===== src/rtl/stack_ctrl_pkg.sv =====
// Shared definitions for the stack processor control unit: opcode map,
// sequencer states, opcode classes and the operand-pop helper.
package stack_ctrl_pkg;

  localparam int unsigned OP_PUSH   = 0;
  localparam int unsigned OP_PUSH_I = 1;
  localparam int unsigned OP_PUSH_T = 2;
  localparam int unsigned OP_POP    = 3;
  localparam int unsigned OP_ALU_LO = 4;
  localparam int unsigned OP_ALU_HI = 12;
  localparam int unsigned OP_NOT    = 13;
  localparam int unsigned OP_GOTO   = 14;
  localparam int unsigned OP_BR_LO  = 15;
  localparam int unsigned OP_BR_HI  = 19;
  localparam int unsigned OP_HALT   = 31;

  typedef enum logic [3:0] {
    S_FETCH, S_DECODE, S_MEM_RD, S_MEM_WR, S_POP_A, S_POP_B,
    S_EXEC, S_WB, S_BR, S_PUSH_W, S_HALT, S_FAULT
  } state_t;

  typedef enum logic [3:0] {
    C_PUSH_M, C_PUSH_I, C_PUSH_T, C_POP_M, C_BIN, C_NOT,
    C_GOTO, C_COND, C_HALT, C_ILL
  } op_class_t;

  // Number of stack entries an opcode consumes before it can proceed.
  function automatic logic [1:0] needed_pops(input int unsigned op);
    if (op >= OP_ALU_LO && op <= OP_ALU_HI) return 2'd2;
    if (op == OP_POP || op == OP_NOT || (op >= OP_BR_LO && op <= OP_BR_HI)) return 2'd1;
    return 2'd0;
  endfunction

endpackage


===== src/rtl/stack_ctrl_decode.sv =====
// Combinational opcode classifier: class, pops needed, push flag, legality.
module stack_ctrl_decode
  import stack_ctrl_pkg::*;
#(
  parameter int unsigned OPC_W = 5
) (
  input  logic [OPC_W-1:0] opcode,
  output op_class_t        op_class,
  output logic [1:0]       pops,
  output logic             push,
  output logic             legal
);

  logic [31:0] op_ext;
  assign op_ext = 32'(opcode);

  // Map the opcode onto its execution class.
  always_comb begin
    op_class = C_ILL;
    if (op_ext == OP_PUSH)                              op_class = C_PUSH_M;
    else if (op_ext == OP_PUSH_I)                       op_class = C_PUSH_I;
    else if (op_ext == OP_PUSH_T)                       op_class = C_PUSH_T;
    else if (op_ext == OP_POP)                          op_class = C_POP_M;
    else if (op_ext >= OP_ALU_LO && op_ext <= OP_ALU_HI) op_class = C_BIN;
    else if (op_ext == OP_NOT)                          op_class = C_NOT;
    else if (op_ext == OP_GOTO)                         op_class = C_GOTO;
    else if (op_ext >= OP_BR_LO && op_ext <= OP_BR_HI)  op_class = C_COND;
    else if (op_ext == OP_HALT)                         op_class = C_HALT;
    push  = (op_class == C_PUSH_M) || (op_class == C_PUSH_I) || (op_class == C_PUSH_T);
    legal = (op_class != C_ILL);
    pops  = needed_pops(op_ext);
  end

endmodule


===== src/rtl/stack_ctrl_unit.sv =====
// Stack processor sequencer: fetches {opcode, operand} from ROM and drives
// data RAM, operand stack and ALU with stack-depth checking.
module stack_ctrl_unit
  import stack_ctrl_pkg::*;
#(
  parameter int unsigned DATA_W          = 16,
  parameter int unsigned ADDR_W          = 5,
  parameter int unsigned OPC_W           = 5,
  parameter int unsigned STACK_DEPTH     = 16,
  parameter int unsigned BRANCH_INDIRECT = 0
) (
  input  logic                             clock,
  input  logic                             reset,
  output logic                             rom_req,
  output logic [ADDR_W-1:0]                rom_addr,
  input  logic                             rom_ready,
  input  logic [OPC_W+ADDR_W-1:0]          rom_data,
  output logic                             ram_req,
  output logic                             ram_we,
  output logic [ADDR_W-1:0]                ram_addr,
  output logic [DATA_W-1:0]                ram_wdata,
  input  logic [DATA_W-1:0]                ram_rdata,
  input  logic                             ram_ready,
  output logic                             stk_push,
  output logic                             stk_pop,
  output logic [DATA_W-1:0]                stk_wdata,
  input  logic [DATA_W-1:0]                stk_rdata,
  output logic [$clog2(STACK_DEPTH+1)-1:0] stk_ptr,
  output logic [OPC_W-1:0]                 alu_op,
  output logic [DATA_W-1:0]                alu_a,
  output logic [DATA_W-1:0]                alu_b,
  input  logic [DATA_W-1:0]                alu_result,
  input  logic                             alu_flag,
  output logic                             halted,
  output logic                             fault
);

  localparam int unsigned SP_W = $clog2(STACK_DEPTH+1);
  localparam int unsigned IW   = OPC_W + ADDR_W;
  localparam bit          IND  = (BRANCH_INDIRECT != 0);

  state_t              state, nstate;
  logic [ADDR_W-1:0]   pc;
  logic [SP_W-1:0]     sp;
  logic [IW-1:0]       instr;
  logic [DATA_W-1:0]   a_reg, b_reg, temp;
  logic                wr_lat;
  logic                halted_q, fault_q;
  logic [OPC_W-1:0]    opcode;
  logic [ADDR_W-1:0]   operand;
  op_class_t           cls;
  logic [1:0]          pops;
  logic                push_type, legal;

  assign opcode  = instr[IW-1:ADDR_W];
  assign operand = instr[ADDR_W-1:0];
  assign stk_ptr = sp;
  assign halted  = halted_q;
  assign fault   = fault_q;

  stack_ctrl_decode #(.OPC_W(OPC_W)) u_decode (
    .opcode   (opcode),
    .op_class (cls),
    .pops     (pops),
    .push     (push_type),
    .legal    (legal)
  );

  // State register and sticky status flags.
  always_ff @(posedge clock) begin
    if (reset) begin
      state    <= S_FETCH;
      halted_q <= 1'b0;
      fault_q  <= 1'b0;
    end else begin
      state <= nstate;
      if (nstate == S_HALT)  halted_q <= 1'b1;
      if (nstate == S_FAULT) fault_q  <= 1'b1;
    end
  end

  // Datapath: pc, stack pointer, instruction, operand and temp registers.
  always_ff @(posedge clock) begin
    if (reset) begin
      pc     <= '0;
      sp     <= '0;
      instr  <= '0;
      a_reg  <= '0;
      b_reg  <= '0;
      temp   <= '0;
      wr_lat <= 1'b0;
    end else begin
      case (state)
        S_FETCH:  if (rom_ready) instr <= rom_data;
        S_DECODE: a_reg <= (cls == C_PUSH_T) ? temp : DATA_W'(operand);
        S_MEM_RD: if (ram_ready) begin
          a_reg <= ram_rdata;
          if (cls == C_COND) pc <= ram_rdata[ADDR_W-1:0];
        end
        // Popped value arrives one cycle after the pop; capture it on the
        // first MEM_WR cycle and replay it from a_reg while ram_req waits.
        S_MEM_WR: begin
          if (!wr_lat) begin
            a_reg  <= stk_rdata;
            wr_lat <= 1'b1;
          end
          if (ram_ready) begin
            pc     <= pc + 1'b1;
            wr_lat <= 1'b0;
          end
        end
        S_POP_A:  sp <= sp - 1'b1;
        S_POP_B: begin
          sp    <= sp - 1'b1;
          b_reg <= stk_rdata;
        end
        S_EXEC: begin
          a_reg <= stk_rdata;
          if (cls != C_BIN) b_reg <= '0;
        end
        S_WB: begin
          sp   <= sp + 1'b1;
          temp <= alu_result;
          pc   <= pc + 1'b1;
        end
        S_PUSH_W: begin
          sp <= sp + 1'b1;
          pc <= pc + 1'b1;
        end
        S_BR: begin
          if (cls == C_GOTO)  pc <= IND ? a_reg[ADDR_W-1:0] : operand;
          else if (!alu_flag) pc <= pc + 1'b1;
          else if (!IND)      pc <= operand;
        end
        default: ;
      endcase
    end
  end

  // Next-state sequencing including the stack depth checks in DECODE.
  always_comb begin
    nstate = state;
    case (state)
      S_FETCH:  if (rom_ready) nstate = S_DECODE;
      S_DECODE: begin
        if (!legal)                                  nstate = S_FAULT;
        else if (cls == C_HALT)                      nstate = S_HALT;
        else if (push_type && sp == SP_W'(STACK_DEPTH)) nstate = S_FAULT;
        else if (sp < SP_W'(pops))                   nstate = S_FAULT;
        else begin
          case (cls)
            C_PUSH_M:           nstate = S_MEM_RD;
            C_PUSH_I, C_PUSH_T: nstate = S_PUSH_W;
            C_GOTO:             nstate = IND ? S_MEM_RD : S_BR;
            default:            nstate = S_POP_A;
          endcase
        end
      end
      S_MEM_RD: if (ram_ready) begin
        if (cls == C_PUSH_M)    nstate = S_PUSH_W;
        else if (cls == C_GOTO) nstate = S_BR;
        else                    nstate = S_FETCH;
      end
      S_MEM_WR: if (ram_ready) nstate = S_FETCH;
      S_POP_A: begin
        if (cls == C_POP_M)    nstate = S_MEM_WR;
        else if (cls == C_BIN) nstate = S_POP_B;
        else                   nstate = S_EXEC;
      end
      S_POP_B:  nstate = S_EXEC;
      S_EXEC:   nstate = (cls == C_COND) ? S_BR : S_WB;
      S_WB:     nstate = S_FETCH;
      S_PUSH_W: nstate = S_FETCH;
      S_BR:     nstate = (cls == C_COND && alu_flag && IND) ? S_MEM_RD : S_FETCH;
      default:  nstate = state;
    endcase
  end

  // Output decode; everything is held low while reset is asserted.
  always_comb begin
    rom_req   = 1'b0;
    rom_addr  = '0;
    ram_req   = 1'b0;
    ram_we    = 1'b0;
    ram_addr  = '0;
    ram_wdata = '0;
    stk_push  = 1'b0;
    stk_pop   = 1'b0;
    stk_wdata = '0;
    alu_op    = '0;
    alu_a     = '0;
    alu_b     = '0;
    if (!reset) begin
      case (state)
        S_FETCH: begin
          rom_req  = 1'b1;
          rom_addr = pc;
        end
        S_MEM_RD: begin
          ram_req  = 1'b1;
          ram_addr = operand;
        end
        S_MEM_WR: begin
          ram_req   = 1'b1;
          ram_we    = 1'b1;
          ram_addr  = operand;
          ram_wdata = wr_lat ? a_reg : stk_rdata;
        end
        S_POP_A, S_POP_B: stk_pop = 1'b1;
        S_WB: begin
          alu_op    = opcode;
          alu_a     = a_reg;
          alu_b     = b_reg;
          stk_push  = 1'b1;
          stk_wdata = alu_result;
        end
        S_BR: if (cls == C_COND) begin
          alu_op = opcode;
          alu_a  = a_reg;
        end
        S_PUSH_W: begin
          stk_push  = 1'b1;
          stk_wdata = a_reg;
        end
        default: ;
      endcase
    end
  end

endmodule


===== config.mk =====
export PLATFORM = sky130hd
export DESIGN_NAME = stack_ctrl_unit
export DESIGN_NICKNAME = d
export VERILOG_FILES = /design/src/rtl/stack_ctrl_pkg.sv /design/src/rtl/stack_ctrl_decode.sv /design/src/rtl/stack_ctrl_unit.sv
export SDC_FILE = /design/constraint.sdc
export NUM_CORES = 1
export LEC_CHECK = 0
export CAP_MARGIN = 20
export CORE_ASPECT_RATIO = 0.75
export CORE_MARGIN = 2
export CORE_UTILIZATION = 40
export DETAILED_ROUTE_END_ITERATION = 12
export PLACE_DENSITY = 0.71
export REMOVE_ABC_BUFFERS = 1
export SLEW_MARGIN = 5
export SYNTH_ARGS = -nofsm -noshare
export SYNTH_HDL_FRONTEND = slang
export SYNTH_SLANG_ARGS = --single-unit
export TNS_END_PERCENT = 50

===== constraint.sdc =====
create_clock -name clock -period 7.2 [get_ports clock]
set_input_delay 1.08 -clock clock [delete_from_list [all_inputs] [get_ports clock]]
set_output_delay 1.08 -clock clock [all_outputs]
set_load 0.01 [all_outputs]

==> results.md <==
* Post-synthesis mux area share at 8.53%
* Worst Setup End Kind: output port
* CTS Buf Count at 9
* DRT iter0 DRCs at 440
* Post-Route WL at 16400 um
* Pre-CTS setup slack at between 2000 and 3000 ps
* Placement Rows at 34
* CP Launch Type: register
* Setup TNS at 0 ps
* Top-area cell type share of the netlist area at approximately 32%
* WL/cell at 18.1 um
* Post-route ant nets at 0
* Largest net degree at the start of global routing at 48
* Cells after Synth at 612
* Final Setup Violations at 0
* CTS tree: built
* Remaining DRCs at 0
* Peak supply drop at between 0.1 and 0.15 mV
* Drt pass-1 iters at 4
* Critical R2R Capture: stk_ptr[4]
* Setup WS post-layout at roughly 2600 ps
* Avg Inst Size Synth at approximately 7.7 sq um
* All-Layer GR Usage at 26.0%
* Period utilization at approximately 64%
* Worst rel slew slack at approximately 22%
* Root Buffer: clkbuf_16
* Crit-path most repeated cell: nor2_1
* Ys Warns at 0
* Dpl hpwl at ~12000 um
* Vias in the first global route at 5043
* Most frequent cell after synthesis: nor2_1
* Total grt overflow at 0
* Synth cell count leaders: nor2_1 (111), nand2_1 (83), dfxtp_1 (75)
* PortBufs at roughly 150
* Yosys cell types at 57
* Data arrival, critical path at between 3000 and 4000 ps
* RSZ-0062 raised after global routing: no
* Ys flop type: dfxtp_1
* Die Span Y at a little under 100 um
* Worst path required time at between 6000 and 7000 ps
* Nets at 810
* Hold Crit Start: temp[15]
* CTS resizes at 0
* Core Area at ~0.012 sq mm
* Hold depth at 2
* End of the worst hold path: temp[15]
* Crit-path slowest cell: or3_1
* Worst reg2reg setup slack at 4050 ps
* Die ar. at roughly 0.013 sq mm
* Minimum clock period after layout at between 4000 and 5000 ps
* Via count at roughly 5000
* Flops & latches, synth at 75
* Slew of the pin with the lowest slew margin at between 1000 and 1500 ps
* Post-Synth XOR/XNOR Area at roughly 1.5%
* Setup CP Type: register to output port
* Sequential area share after synthesis at 32.0%
* Maximum fanout along the worst path at 17
* Setup repair bufs after CTS at 0
* PwrDens at about 300 mW/mm^2
* Share of the synthesized area in compound gates (AO/OA/AOI/OAI) at 24.2%
* Reg2Reg Depth at 8
* Clock latency on the worst-skew pair at 350 ps
* Synthesis-to-layout area growth at 41.8%
* Share of layout cells above drive strength 1 at approximately 6%
* Sink Count at 75
* Post-Route Utilization at 57.7%
* Fin. Hold Viols at 0
* First-pass GRT wire length at ~26000 um
* Placer's final routability congestion estimate at just under 0.9
* Slowest stage delay, CP at roughly 660 ps
* Fin. max-slew vios at 0
* I/O Pins at around 150
* Main combinational cell family by area after synthesis: simple AND/OR/NAND/NOR gates
* Initial antenna violation count at 0
* Initial Util at between 40% and 50%
* Clock buffer depth at 2
* Status: finished, final reports clean
* Reg2reg start: state[3]
* Worst Clk Skew at roughly 4.8 ps
* DIE WIDTH at ~130 um
* Vias per cell at 5.63
* Post-Syn Area at ~0.0047 sq mm
* Ranking of synthesized cells by area: dfxtp_1 (32%), nor2_1 (8.9%), mux2i_1 (8.5%)
* Critical path, cell by cell: inv_1, or3_1, nor2_1, nand2_1, nor2_1, clkdlybuf4s50_1
* Adder-cell share of the synthesized area at between 1.5 and 2%
* Post-synth EDFFs at 0
* Max cap viols at 0
* Clock transition at the registers of the reported paths at 60 ps
* H-tree lvl count at 3
* Leak pwr at about 2.5 nW
* Worst hold path class: register to register
* FFs w/ async S/R, synth at 0%
* Fill cells at slightly above 1000
* Simple-gate share of the synthesized area at a little over a quarter
* # hold bufs at CTS at 0
* Top cell type by total area after synthesis: dfxtp_1
* Fmax at between 200 and 250 MHz
## kinds of logic (layout without fill, tap and decap cells)
kind of cell,count (synthesis),in the layout
DFF,75,75
other,0,1
adders and majority gates,6,6
and+or+nand+nor,272,272
muxes,40,40
xor gates and xnor gates,8,8
AOI/OAI and AO/OA,153,153
buffers and inverters,58,190
## critical path, delay by kind of cell (launching register included)
kind | cells | cell delay, ps
buffers and inverters | 2 | 810
DFF | 1 | 650
and+or+nand+nor | 4 | 1720
## layer usage
| metal | wire [um] | vias up | global-route usage [%] |
|---|---|---|---|
| met3 | 1130 | 29 | 6.08 |
| met4 | 272 | 0 | 8.86 |
| met2 | 7670 | 204 | 41.3 |
| li1 | - | 2429 | - |
| met1 | 7320 | 2440 | 34.8 |
| met5 | 0 | - | 0 |
## placed cells by master, fill, tap and decap left out, types with 3 or more instances in the layout
master / instances
clkdlybuf4s50_1: 152
nor2_1: 111
nand2_1: 83
dfxtp_1: 74
mux2i_1: 40
a211oi_1: 33
a21oi_1: 32
and2_1: 27
o21ai_0: 23
a221oi_1: 18
a22o_1: 16
inv_1: 12
clkbuf_16: 9
buf_4: 9
nor2b_1: 8
nor3b_1: 7
nand3_1: 7
a21o_1: 6
xnor2_1: 6
and3_1: 6
a22oi_1: 5
ha_1: 5
nor3_1: 3
or3_1: 3
nand2b_1: 3
## per-stage QoR
step | cell area [sq um] | total power, mW | instances | hold WS, ps
2_1_floorplan | 4490 | 1.22 | 566 | 430
3_3_place_gp | 6300 | 1.50 | 889 | 443
3_5_place_dp | 6300 | 1.52 | 889 | 451
4_1_cts | 6620 | 2.02 | 903 | 459
5_1_grt | 6650 | 2.15 | 906 | 482
6_report | 6650 | 2.03 | 907 | 458
## worst max path at each step
stage	startpoint	end	slack [ps]	cells past startpoint
2_1_floorplan	state[0]	stk_wdata[0]	3150	3
3_3_place_gp	state[1]	ram_wdata[0]	3000	6
6_report	state[1]	ram_wdata[0]	2570	6
5_1_grt	state[2]	alu_a[15]	2360	7
4_1_cts	state[2]	stk_wdata[0]	2480	6
3_5_place_dp	state[2]	stk_wdata[0]	2860	6
## area by class of cell
type | instances | area (sq um) | area share, %
diodes | 1 | 2.50 | 0.0376
clock buffers | 10 | 239 | 3.59
clock inverters | 4 | 76.3 | 1.15
inverters | 12 | 45.0 | 0.677
multi-input cells | 479 | 2960 | 44.6
flip-flops and latches | 75 | 1500 | 22.6
well taps | 162 | 203 | 3.05
repair buffers | 164 | 1620 | 24.4
## power by group
group / internal (mW) / switching, mW / total (mW)
sequential: 0.507 / 0.149 / 0.656
clock: 0.310 / 0.180 / 0.490
combinational: 0.390 / 0.489 / 0.879
total: 1.21 / 0.818 / 2.02
Power figures use the tool's default switching activity.
